--- src/rtl/mips_multicycle_ctrl_if.sv ---
// Instruction memory, data memory, register file and ALU connections of the Mini-MIPS multicycle controller.
interface mips_multicycle_ctrl_if;
  logic        imem_req;
  logic [31:0] imem_addr;
  logic [31:0] imem_rdata;
  logic        imem_ack;
  logic [4:0]  rf_raddr1;
  logic [4:0]  rf_raddr2;
  logic [31:0] rf_rdata1;
  logic [31:0] rf_rdata2;
  logic        rf_we;
  logic [4:0]  rf_waddr;
  logic [31:0] rf_wdata;
  logic [5:0]  alu_op_code;
  logic [5:0]  alu_func;
  logic [31:0] alu_regin1;
  logic [31:0] alu_regin2;
  logic [31:0] alu_regout;
  logic        alu_zero;
  logic        dmem_req;
  logic        dmem_we;
  logic [31:0] dmem_addr;
  logic [31:0] dmem_wdata;
  logic [31:0] dmem_rdata;
  logic        dmem_ack;

  modport master (
    output imem_req, imem_addr, rf_raddr1, rf_raddr2, rf_we, rf_waddr, rf_wdata,
           alu_op_code, alu_func, alu_regin1, alu_regin2,
           dmem_req, dmem_we, dmem_addr, dmem_wdata,
    input  imem_rdata, imem_ack, rf_rdata1, rf_rdata2, alu_regout, alu_zero,
           dmem_rdata, dmem_ack
  );

  modport slave (
    input  imem_req, imem_addr, rf_raddr1, rf_raddr2, rf_we, rf_waddr, rf_wdata,
           alu_op_code, alu_func, alu_regin1, alu_regin2,
           dmem_req, dmem_we, dmem_addr, dmem_wdata,
    output imem_rdata, imem_ack, rf_rdata1, rf_rdata2, alu_regout, alu_zero,
           dmem_rdata, dmem_ack
  );
endinterface

--- src/rtl/mips_multicycle_ctrl.sv ---
// Multi-cycle fetch/decode/execute/memory/writeback sequencer for the Mini-MIPS core.
// Optional macro ILLEGAL_TRAP_EN: unsupported instructions set the sticky illegal flag and halt.
module mips_multicycle_ctrl #(
  parameter logic [31:0] RESET_PC    = 32'h0000_0000,
  parameter logic [5:0]  HALT_OPCODE = 6'd63
) (
  input  logic                          clk,
  input  logic                          rst,
  input  logic                          start,
  mips_multicycle_ctrl_if.master        bus,
  output logic [31:0]                   pc,
  output logic                          busy,
  output logic                          halted,
  output logic                          illegal
);
  localparam int unsigned XLEN = 32;
  localparam int unsigned OPW  = 6;
  localparam int unsigned RAW  = 5;

  typedef enum logic [2:0] {
    S_IDLE, S_FETCH, S_DECODE, S_EXEC, S_MEM, S_WB, S_HALT
  } state_t;

  state_t          state;
  logic [XLEN-1:0] instr;
  logic [XLEN-1:0] b_q;

  logic [OPW-1:0]  op;
  logic [OPW-1:0]  fn;
  logic            is_rtype, is_shift, rfunc_ok, is_imm_op, is_lui;
  logic            is_branch, is_jump, is_lw, is_sw, is_halt, legal, wr_en;
  logic [RAW-1:0]  waddr;
  logic [XLEN-1:0] imm, pc_plus4, br_target, j_target;

  assign bus.imem_addr = pc;
  assign bus.rf_raddr1 = instr[25:21];
  assign bus.rf_raddr2 = instr[20:16];

  // Instruction classification from the latched instruction word
  always_comb begin
    op        = instr[31:26];
    fn        = instr[5:0];
    is_rtype  = (op == 6'd0);
    is_shift  = is_rtype && (fn inside {6'd0, 6'd2, 6'd3, 6'd4});
    rfunc_ok  = fn inside {6'd0, 6'd2, 6'd3, 6'd4, [6'd32:6'd39], 6'd42, 6'd43};
    is_imm_op = op inside {6'd8, 6'd9, 6'd10, 6'd12, 6'd13, 6'd14, 6'd15, 6'd35, 6'd43};
    is_lui    = (op == 6'd36);
    is_branch = (op == 6'd41) || (op inside {[6'd48:6'd54]});
    is_jump   = (op == 6'd2);
    is_lw     = (op == 6'd35);
    is_sw     = (op == 6'd43);
    is_halt   = (op == HALT_OPCODE);
    legal     = (is_rtype && rfunc_ok) || is_imm_op || is_lui || is_branch || is_jump || is_halt;
    waddr     = is_rtype ? instr[15:11] : instr[20:16];
    wr_en     = legal && (is_rtype || (is_imm_op && !is_sw) || is_lui) && (waddr != 5'd0);
    imm       = (op inside {6'd13, 6'd14, 6'd15}) ? {16'b0, instr[15:0]}
                                                  : {{16{instr[15]}}, instr[15:0]};
    pc_plus4  = pc + 32'd4;
    br_target = pc_plus4 + {{14{instr[15]}}, instr[15:0], 2'b00};
    j_target  = {pc_plus4[31:28], instr[25:0], 2'b00};
  end

  always_ff @(posedge clk) begin
    if (rst) begin
      state           <= S_IDLE;
      pc              <= RESET_PC;
      instr           <= '0;
      b_q             <= '0;
      busy            <= 1'b0;
      halted          <= 1'b0;
      illegal         <= 1'b0;
      bus.imem_req    <= 1'b0;
      bus.rf_we       <= 1'b0;
      bus.rf_waddr    <= '0;
      bus.rf_wdata    <= '0;
      bus.alu_op_code <= '0;
      bus.alu_func    <= '0;
      bus.alu_regin1  <= '0;
      bus.alu_regin2  <= '0;
      bus.dmem_req    <= 1'b0;
      bus.dmem_we     <= 1'b0;
      bus.dmem_addr   <= '0;
      bus.dmem_wdata  <= '0;
    end else begin
      case (state)
        S_IDLE: begin
          if (start) begin
            state        <= S_FETCH;
            bus.imem_req <= 1'b1;
            busy         <= 1'b1;
          end
        end

        S_FETCH: begin
          if (bus.imem_ack) begin
            instr        <= bus.imem_rdata;
            bus.imem_req <= 1'b0;
            state        <= S_DECODE;
          end
        end

        S_DECODE: begin
          b_q <= bus.rf_rdata2;
          if (is_halt) begin
            state  <= S_HALT;
            busy   <= 1'b0;
            halted <= 1'b1;
`ifdef ILLEGAL_TRAP_EN
          end else if (!legal) begin
            state   <= S_HALT;
            busy    <= 1'b0;
            halted  <= 1'b1;
            illegal <= 1'b1;
`endif
          end else begin
            state <= S_EXEC;
            // Jumps and unsupported words park the ALU on its zero-output function
            if (is_jump || !legal) begin
              bus.alu_op_code <= 6'd0;
              bus.alu_func    <= 6'd63;
              bus.alu_regin1  <= '0;
              bus.alu_regin2  <= '0;
            end else begin
              bus.alu_op_code <= op;
              bus.alu_func    <= fn;
              if (is_shift) begin
                bus.alu_regin1 <= bus.rf_rdata2;
                bus.alu_regin2 <= {16'b0, instr[15:0]};
              end else if (is_rtype || is_branch) begin
                bus.alu_regin1 <= bus.rf_rdata1;
                bus.alu_regin2 <= bus.rf_rdata2;
              end else begin
                bus.alu_regin1 <= bus.rf_rdata1;
                bus.alu_regin2 <= imm;
              end
            end
          end
        end

        S_EXEC: begin
          if (is_lw || is_sw) begin
            state          <= S_MEM;
            bus.dmem_req   <= 1'b1;
            bus.dmem_we    <= is_sw;
            bus.dmem_addr  <= bus.alu_regout;
            bus.dmem_wdata <= b_q;
          end else if (is_branch || is_jump) begin
            state        <= S_FETCH;
            bus.imem_req <= 1'b1;
            pc           <= is_jump ? j_target : (bus.alu_zero ? br_target : pc_plus4);
          end else begin
            state        <= S_WB;
            bus.rf_we    <= wr_en;
            bus.rf_waddr <= waddr;
            bus.rf_wdata <= bus.alu_regout;
          end
        end

        S_MEM: begin
          if (bus.dmem_ack) begin
            bus.dmem_req <= 1'b0;
            bus.dmem_we  <= 1'b0;
            if (is_lw) begin
              state        <= S_WB;
              bus.rf_we    <= (waddr != 5'd0);
              bus.rf_waddr <= waddr;
              bus.rf_wdata <= bus.dmem_rdata;
            end else begin
              state        <= S_FETCH;
              bus.imem_req <= 1'b1;
              pc           <= pc_plus4;
            end
          end
        end

        S_WB: begin
          bus.rf_we    <= 1'b0;
          pc           <= pc_plus4;
          state        <= S_FETCH;
          bus.imem_req <= 1'b1;
        end

        S_HALT: state <= S_HALT;

        default: state <= S_IDLE;
      endcase
    end
  end
endmodule

--- src/flat_wrapper.sv ---
// flat-port wrapper written by rule: the top's interface ports become plain ports
module mips_multicycle_ctrl_flat 
#(
  parameter logic [31:0] RESET_PC    = 32'h0000_0000,
  parameter logic [5:0]  HALT_OPCODE = 6'd63
)
  (clk, rst, start, pc, busy, halted, illegal, bus_imem_req, bus_imem_addr, bus_rf_raddr1, bus_rf_raddr2, bus_rf_we, bus_rf_waddr, bus_rf_wdata, bus_alu_op_code, bus_alu_func, bus_alu_regin1, bus_alu_regin2, bus_dmem_req, bus_dmem_we, bus_dmem_addr, bus_dmem_wdata, bus_imem_rdata, bus_imem_ack, bus_rf_rdata1, bus_rf_rdata2, bus_alu_regout, bus_alu_zero, bus_dmem_rdata, bus_dmem_ack);
  mips_multicycle_ctrl_if bus_i ();
  input  logic clk;
  input  logic rst;
  input  logic start;
  output logic [31:0] pc;
  output logic busy;
  output logic halted;
  output logic illegal;
  output wire logic [$bits(bus_i.imem_req)-1:0] bus_imem_req;
  output wire logic [$bits(bus_i.imem_addr)-1:0] bus_imem_addr;
  output wire logic [$bits(bus_i.rf_raddr1)-1:0] bus_rf_raddr1;
  output wire logic [$bits(bus_i.rf_raddr2)-1:0] bus_rf_raddr2;
  output wire logic [$bits(bus_i.rf_we)-1:0] bus_rf_we;
  output wire logic [$bits(bus_i.rf_waddr)-1:0] bus_rf_waddr;
  output wire logic [$bits(bus_i.rf_wdata)-1:0] bus_rf_wdata;
  output wire logic [$bits(bus_i.alu_op_code)-1:0] bus_alu_op_code;
  output wire logic [$bits(bus_i.alu_func)-1:0] bus_alu_func;
  output wire logic [$bits(bus_i.alu_regin1)-1:0] bus_alu_regin1;
  output wire logic [$bits(bus_i.alu_regin2)-1:0] bus_alu_regin2;
  output wire logic [$bits(bus_i.dmem_req)-1:0] bus_dmem_req;
  output wire logic [$bits(bus_i.dmem_we)-1:0] bus_dmem_we;
  output wire logic [$bits(bus_i.dmem_addr)-1:0] bus_dmem_addr;
  output wire logic [$bits(bus_i.dmem_wdata)-1:0] bus_dmem_wdata;
  input wire logic [$bits(bus_i.imem_rdata)-1:0] bus_imem_rdata;
  input wire logic [$bits(bus_i.imem_ack)-1:0] bus_imem_ack;
  input wire logic [$bits(bus_i.rf_rdata1)-1:0] bus_rf_rdata1;
  input wire logic [$bits(bus_i.rf_rdata2)-1:0] bus_rf_rdata2;
  input wire logic [$bits(bus_i.alu_regout)-1:0] bus_alu_regout;
  input wire logic [$bits(bus_i.alu_zero)-1:0] bus_alu_zero;
  input wire logic [$bits(bus_i.dmem_rdata)-1:0] bus_dmem_rdata;
  input wire logic [$bits(bus_i.dmem_ack)-1:0] bus_dmem_ack;
  assign bus_imem_req = bus_i.imem_req;
  assign bus_imem_addr = bus_i.imem_addr;
  assign bus_rf_raddr1 = bus_i.rf_raddr1;
  assign bus_rf_raddr2 = bus_i.rf_raddr2;
  assign bus_rf_we = bus_i.rf_we;
  assign bus_rf_waddr = bus_i.rf_waddr;
  assign bus_rf_wdata = bus_i.rf_wdata;
  assign bus_alu_op_code = bus_i.alu_op_code;
  assign bus_alu_func = bus_i.alu_func;
  assign bus_alu_regin1 = bus_i.alu_regin1;
  assign bus_alu_regin2 = bus_i.alu_regin2;
  assign bus_dmem_req = bus_i.dmem_req;
  assign bus_dmem_we = bus_i.dmem_we;
  assign bus_dmem_addr = bus_i.dmem_addr;
  assign bus_dmem_wdata = bus_i.dmem_wdata;
  assign bus_i.imem_rdata = bus_imem_rdata;
  assign bus_i.imem_ack = bus_imem_ack;
  assign bus_i.rf_rdata1 = bus_rf_rdata1;
  assign bus_i.rf_rdata2 = bus_rf_rdata2;
  assign bus_i.alu_regout = bus_alu_regout;
  assign bus_i.alu_zero = bus_alu_zero;
  assign bus_i.dmem_rdata = bus_dmem_rdata;
  assign bus_i.dmem_ack = bus_dmem_ack;
  mips_multicycle_ctrl #(.RESET_PC(RESET_PC), .HALT_OPCODE(HALT_OPCODE)) u_core (.clk(clk), .rst(rst), .start(start), .bus(bus_i), .pc(pc), .busy(busy), .halted(halted), .illegal(illegal));
endmodule
--- config.mk ---
export PLATFORM = sky130hd
export DESIGN_NAME = mips_multicycle_ctrl_flat
export DESIGN_NICKNAME = d
export VERILOG_FILES = /design/src/rtl/mips_multicycle_ctrl_if.sv /design/src/rtl/mips_multicycle_ctrl.sv /design/src/flat_wrapper.sv
export SDC_FILE = /design/constraint.sdc
export NUM_CORES = 1
export LEC_CHECK = 0
export CAP_MARGIN = 20
export CORE_MARGIN = 1.5
export CORE_UTILIZATION = 48
export CTS_CLUSTER_SIZE = 25
export DETAILED_ROUTE_END_ITERATION = 6
export GPL_ROUTABILITY_DRIVEN = 0
export GPL_TIMING_DRIVEN = 0
export PLACE_DENSITY = 0.81
export SLEW_MARGIN = 10
export SYNTH_ARGS = -nofsm -noshare
export SYNTH_HDL_FRONTEND = slang
export SYNTH_SLANG_ARGS = --single-unit
--- constraint.sdc ---
create_clock -name clk -period 3.9 [get_ports clk]
set_input_delay 0.78 -clock clk [delete_from_list [all_inputs] [get_ports clk]]
set_output_delay 0.78 -clock clk [all_outputs]
set_load 0.03 [all_outputs]
Word-level counts from Yosys, hierarchy flattened

Cells that the tools add are included.

Logic and storage cells: 156
Register bits: 282
ROM bits: 0
Output and inout bits: 258
RAM bits: 0
Memories kept: 0
Bits in latches: 0

Muxes and demuxes: 53
Bitwise logic cells: 1
Reduce and logical (&&, ||, !) cells: 44
Magnitude comparators: 4
Multiply operators: 0
Equal/unequal tests: 34
Divide/modulo/power cells: 0
Add/subtract/negate cells: 2
Shifts and indexed selects: 0

Operators with widths:

| operator                | count |
|---|---|
| $mux W32                | 16 |
| $pmux W32 S3            | 1 |
| $pmux W32 S2            | 1 |
| $eq A6 B4 Y1 const B    | 7 |
| $eq A6 B6 Y1 const B    | 7 |
| $add A32 B3 Y32 const B | 1 |
| $add A32 B32 Y32        | 1 |
| $mux W5                 | 5 |
| $mux W3                 | 7 |
| $pmux W3 S7             | 1 |
| $eq A6 B2 Y1 const B    | 3 |
| $reduce_and A5 Y1       | 3 |
| $mux W1                 | 14 |
| $ge A6 B6 Y1 const B    | 2 |
| $le A6 B6 Y1 const B    | 2 |
| $logic_not A6 Y1        | 2 |
| $logic_or A1 B1 Y1      | 12 |
| $mux W6                 | 2 |
| $ne A2 B2 Y1 const B    | 6 |
| $pmux W5 S2             | 1 |
| $reduce_bool A5 Y1      | 2 |
| $eq A3 B3 Y1 const B    | 3 |
| $reduce_and A3 Y1       | 3 |
| $reduce_bool A9 Y1      | 1 |
| 17 further kinds        | 35 |

Depth between registers and ports, before layout

Depth in word-level cells: 14
Gate-level depth with buffers: 16
Gate-level depth less buffers: 15

Worst setup path after synthesis

No wires, ideal clock.

Kind: register -> register
Start: register u_core.pc[17], in the netlist u_core.bus.imem_addr[17]
End: register u_core.pc[31], in the netlist u_core.bus.imem_addr[31]
Slack: 0.034 ns
Data arrival time: 3.737 ns
Period minus slack after synthesis: 3.866 ns
Cell stages (with the launch flop): 17
Cell sequence: dfxtp_1 > buf_2 > and4_1 > or3b_1 > nor2b_2 > and3_1 > xor2_1 > ha_1 > clkbuf_1 > a21oi_1 > o22a_1 > a31oi_1 > or3_1 > or3_1 > nand3_1 > a21oi_1 > nand4b_1

Cells in the longest elaborated chain, start to end: 7
Elaborated cells between the ends (all ways): 9
Those cells by class: add/sub: 2; mux: 7

Ends and longest elaborated chain:

| item                     | line                        | source |
|---|---|---|
| start: declaration       | mips_multicycle_ctrl.sv:11  | `output logic [31:0] pc,` |
| start signal: assignment | mips_multicycle_ctrl.sv:150 | `pc <= is_jump ? j_target : (bus.alu_zero ? br_target : pc_plus4);` |
| start signal: assignment | mips_multicycle_ctrl.sv:171 | `pc <= pc_plus4;` |
| start signal: assignment | mips_multicycle_ctrl.sv:178 | `pc <= pc_plus4;` |
| $add A32 B3 Y32 *        | mips_multicycle_ctrl.sv:58  | `pc_plus4 = pc + 32'd4;` |
| $add A32 B32 Y32         | mips_multicycle_ctrl.sv:59  | `br_target = pc_plus4 + {{14{instr[15]}}, instr[15:0], 2'b00};` |
| $mux W32 (2 in series)   | mips_multicycle_ctrl.sv:150 |  |
| $mux W32                 | mips_multicycle_ctrl.sv:147 | `end else if (is_branch \|\| is_jump) begin` |
| $mux W32                 | mips_multicycle_ctrl.sv:141 | `if (is_lw \|\| is_sw) begin` |
| $pmux W32 S3 *           | mips_multicycle_ctrl.sv:85  | `case (state)` |

Mark *: on every way between the ends. The rest lies on a longest branch, timed or not. The select of a mux whose other input is x is not followed.
A chain may end at the register's enable or synchronous reset.

Final worst setup path

Ends and elaborated chain as after synthesis.

==> results.cfg <==
[clock_network]
path_clk_slew_ns = 0.06
clockBufferDepth = 3
cts_root_buffer = sky130_fd_sc_hd__clkbuf_16
cts.sinks = 280
cts_hold_repair.buffers = 0
worst_skew_pair.late_latency_ns = 0.58
ctsHtreeMaxLevel = 1
cts-buffers-inserted = 30
tritoncts = done

[routing]
detailroute.via_count = 16390
post_drt_via_cell_ratio = 5.958
dr.first_iter.drc_count = 1779
ant_nets = 0
drt_pass1_iterations = 6
wl_per_cell_um = 21.06
detail_route.drc_violations = 0
wl_mm = 57.94

[placement]
placement.cell_area_mm2 = 0.01901
dp_worst_setup_slack_ns = -0.6517
port_buffer_count = 416
post_placement_cell_count = 2678
dp.final_hpwl_mm = 43.15

[power_and_ir_drop]
power_w = 0.007308
power.ir.vdd_worst_mv = 0.3573
leakagePower_nw = 7.509
power_per_cell_area_mw_per_mm2 = 357.5

[cells_and_area]
layout-drive-gt1-share_pct = 9.029
final_cells = 2751
layout.cell_area.non_filler_mm2 = 0.02044
areaGrowthSynthToFinish_pct = 42.50
finalNetCount = 2540

[flow_run]
max_cap_violations = 0

[floorplan]
floorplan.die.width_um = 175.9
die_area_mm2 = 0.03093
start_util_pct = 48.53
die_height_um = 175.9
placement_rows = 63
core_area_mm2 = 0.02956
design.portCount = 424

[timing]
final-max-slew-violation-count = 0
timing.final.ws_setup_ns = 0.07291
finalSetupViolCount = 0
fmaxAchievable_mhz = 261.3
finalSetupTns_ns = 0
period_needed_ns = 3.827
timing.final.crit_share_pct = 98.13
relSlewSlack_pct = 21.59
max_slew.worst_pin.slew_ns = 1.175
clock-skew-final_ns = 0.008782
final_hold_viol_count = 0

[grt]
first_global_vias = 15196
first_pass_grt_wire_length_mm = 85.17
global_route.overflow_total = 0
number_of_antenna_violations_at_the_first_check_in_global_routing = 2
groute.usage.overall_pct = 35.41
maximum_number_of_pins_on_one_net_before_global_route_repair = 23

[synth]
synth_seq_cells = 280
synth_top_family_by_area = simple AND/OR/NAND/NOR gates
synth_simple_gate_area_share_pct = 23.31
netlist.area_leader.share_pct = 39.08
post_synthesis_mean_instance_area_um2 = 7.679
synth_cell_types = 90
yosys-mux-area-fraction_pct = 3.881
synth-warning-count = 0
synth-compound-area-share_pct = 21.40
synth_largest_area_cell = sky130_fd_sc_hd__dfxtp_1
post_synth_instance_area_mm2 = 0.01435
syn-instance-count = 1868
yosys.area_share.xor_xnor_pct = 2.381
ys.flop_type = sky130_fd_sc_hd__dfxtp_1
async_reset_ff_share_pct = 0
synth_seq_area_share_pct = 39.08
yosys.area_share.adder_pct = 3.367
number_of_flops_mapped_to_enable_cells_by_yosys = 0
ys_top_cells_by_area = sky130_fd_sc_hd__dfxtp_1 39%, sky130_fd_sc_hd__nand2_1 10%, sky130_fd_sc_hd__a21oi_1 8.8%

[worst_setup_path]
critical_path.max_fanout = 8
cp_data_arrival_time_ns = 4.28
cp-start-kind = flop
crit_path_end_kind = flop
critical_path_slowest_stage_cell = sky130_fd_sc_hd__or3b_4
worst-endpoint-required_ns = 4.35
highest_cell_delay_on_the_worst_timing_path_ns = 0.44
path_common_cell = sky130_fd_sc_hd__or3_1
timing.critical_path.cells = buf_4 -> and4_4 -> or3b_4 -> nor3_1 -> xor2_1 -> ha_1 -> a21oi_2 -> o22a_1 -> a31oi_2 -> or3_1 -> or3_1 -> nand3_2 -> a21oi_1 -> nand4b_1
critPathKind = flop to flop

[run_status]
status = complete, no violations

[hold_path]
holdCritPathClass = flop to flop
## cells in the final DEF, fill, tap and decap left out, drive strengths merged, types with 7 or more instances in the layout
cell type,n
or3,11
nor3,33
a311oi,34
nand3,42
inv,17
nor2,209
clkdlybuf4s50,416
xor2,13
a211oi,22
clkbuf,139
a22oi,16
nor2b,7
o221ai,7
nand2b,8
a221oi,10
and4,7
o21ai,55
nand2,396
ha,37
a21o,9
a31oi,8
o21a,7
dfxtp,280
buf,101
o22ai,12
xnor2,26
mux2i,41
a21oi,251
and3,12
mux2,13
nand4,21
## cells by family (layout without fill, tap and decap cells)
kind of cell / count (synthesis) / in the layout
flip-flops: 280 / 280
XOR/XNOR: 39 / 39
buffers and inverters: 194 / 681
adder cells (fa/ha/maj): 38 / 38
AND/OR/NAND/NOR: 775 / 775
other: 1 / 7
AO/OA/AOI/OAI: 487 / 487
multiplexers: 54 / 54
## critical path, delay by kind of cell, from the launching register on
kind            cells  cell delay, ns
buf+inv             1            0.19
simple gates        7            1.90
xor+xnor            1            0.33
fa+ha+maj           1            0.37
compound gates      4            0.54
flops               1            0.36
## per-stage QoR
step           hold WS, ns  utilization (%)
4_1_cts             0.4502            68.05
3_3_place_gp        0.4379            64.32
3_5_place_dp        0.4440            64.32
6_report            0.4501            69.16
5_1_grt             0.4616            69.15
2_1_floorplan       0.4322                -
## worst paths after layout
| kind | start | slack (ns) | cells after the start | endpoint |
|---|---|---|---|---|
| setup / recovery | u_core.bus.imem_addr[17]$_SDFFE_PP0P_ | 0.07 | 14 | u_core.bus.imem_addr[31]$_SDFFE_PP0P_ |
| hold / removal | u_core.bus.alu_regin2[18]$_SDFFE_PP0P_ | 0.45 | 2 | u_core.bus.alu_regin2[18]$_SDFFE_PP0P_ |
| setup reg to reg | u_core.bus.imem_addr[17]$_SDFFE_PP0P_ | 0.07 | 14 | u_core.bus.imem_addr[31]$_SDFFE_PP0P_ |
| hold reg to reg | u_core.bus.alu_regin2[18]$_SDFFE_PP0P_ | 0.45 | 2 | u_core.bus.alu_regin2[18]$_SDFFE_PP0P_ |
## state kept, by name, summed over array words and instances (netlist names), 3 cells and up
register / cells
u_core.bus.rf_wdata: 32
u_core.bus.alu_op_code: 6
u_core.bus.dmem_wdata: 32
u_core.state: 3
u_core.bus.alu_regin1: 32
u_core.bus.alu_regin2: 32
u_core.instr: 32
u_core.bus.imem_addr: 30
u_core.bus.rf_waddr: 5
u_core.b_q: 32
u_core.bus.alu_func: 6
u_core.bus.dmem_addr: 32
## power breakdown
| part | internal (W) | switching (W) | total, W |
|---|---|---|---|
| Sequential | 0.00295 | 0.0000957 | 0.00304 |
| Combinational | 0.000581 | 0.000819 | 0.00140 |
| Clock | 0.00165 | 0.00121 | 0.00287 |
## per-layer routing
| layer | up-vias | track usage (%) | wire (um) |
|---|---|---|---|
| met5 | - | 0 | 13 |
| li1 | 7435 | - | - |
| met4 | 2 | 18.63 | 3550 |
| met1 | 7594 | 42.83 | 21240 |
| met3 | 276 | 8.918 | 6885 |
| met2 | 1083 | 57.94 | 26240 |
## cell type report
cell class                      count  area (um2)
Inverter                           17       63.81
Clock buffer                       47       904.6
Tap cell                          390       488.0
Antenna cell                        2       5.005
Timing Repair Buffer              437        4332
Clock inverter                      8       86.33
Multi-Input combinational cell   1398        8085
Fill cell                        2366        9117
Buffer                            172       865.8
Sequential cell                   280        5612
## Yosys cell counts, types with 5 or more instances
| cell | count |
|---|---|
| sky130_fd_sc_hd__nand2_1 | 394 |
| sky130_fd_sc_hd__dfxtp_1 | 280 |
| sky130_fd_sc_hd__a21oi_1 | 251 |
| sky130_fd_sc_hd__nor2_1 | 207 |
| sky130_fd_sc_hd__clkbuf_1 | 96 |
| sky130_fd_sc_hd__buf_4 | 46 |
| sky130_fd_sc_hd__mux2i_1 | 41 |
| sky130_fd_sc_hd__nand3_1 | 40 |
| sky130_fd_sc_hd__ha_1 | 37 |
| sky130_fd_sc_hd__o21ai_0 | 35 |
| sky130_fd_sc_hd__a311oi_1 | 34 |
| sky130_fd_sc_hd__nor3_1 | 32 |
| sky130_fd_sc_hd__buf_2 | 27 |
| sky130_fd_sc_hd__xnor2_1 | 26 |
| sky130_fd_sc_hd__a211oi_1 | 22 |
| sky130_fd_sc_hd__nand4_1 | 21 |
| sky130_fd_sc_hd__o21ai_1 | 20 |
| sky130_fd_sc_hd__inv_1 | 17 |
| sky130_fd_sc_hd__a22oi_1 | 16 |
| sky130_fd_sc_hd__xor2_1 | 13 |
| sky130_fd_sc_hd__and3_1 | 12 |
| sky130_fd_sc_hd__o22ai_1 | 12 |
| sky130_fd_sc_hd__or3_1 | 11 |
| sky130_fd_sc_hd__a221oi_1 | 10 |
| sky130_fd_sc_hd__mux2_1 | 10 |
| sky130_fd_sc_hd__a21o_1 | 9 |
| sky130_fd_sc_hd__nand2b_1 | 8 |
| sky130_fd_sc_hd__a31oi_1 | 7 |
| sky130_fd_sc_hd__and4_1 | 7 |
| sky130_fd_sc_hd__buf_1 | 7 |
| sky130_fd_sc_hd__o21a_1 | 7 |
| sky130_fd_sc_hd__o221ai_1 | 7 |
| sky130_fd_sc_hd__nor2b_1 | 6 |
| sky130_fd_sc_hd__o21bai_1 | 6 |
| sky130_fd_sc_hd__and2_1 | 5 |
| sky130_fd_sc_hd__o211ai_1 | 5 |
## timing repair
action | CTS | global route
buffers inserted | 7 | 13
hold endpoints to repair | 0 | 0
gates resized for setup | 17 | 48
pin swaps | 4 | 11
endpoints found under the setup margin | 10 | 12
Note: power is estimated with default switching activity, not from simulation.
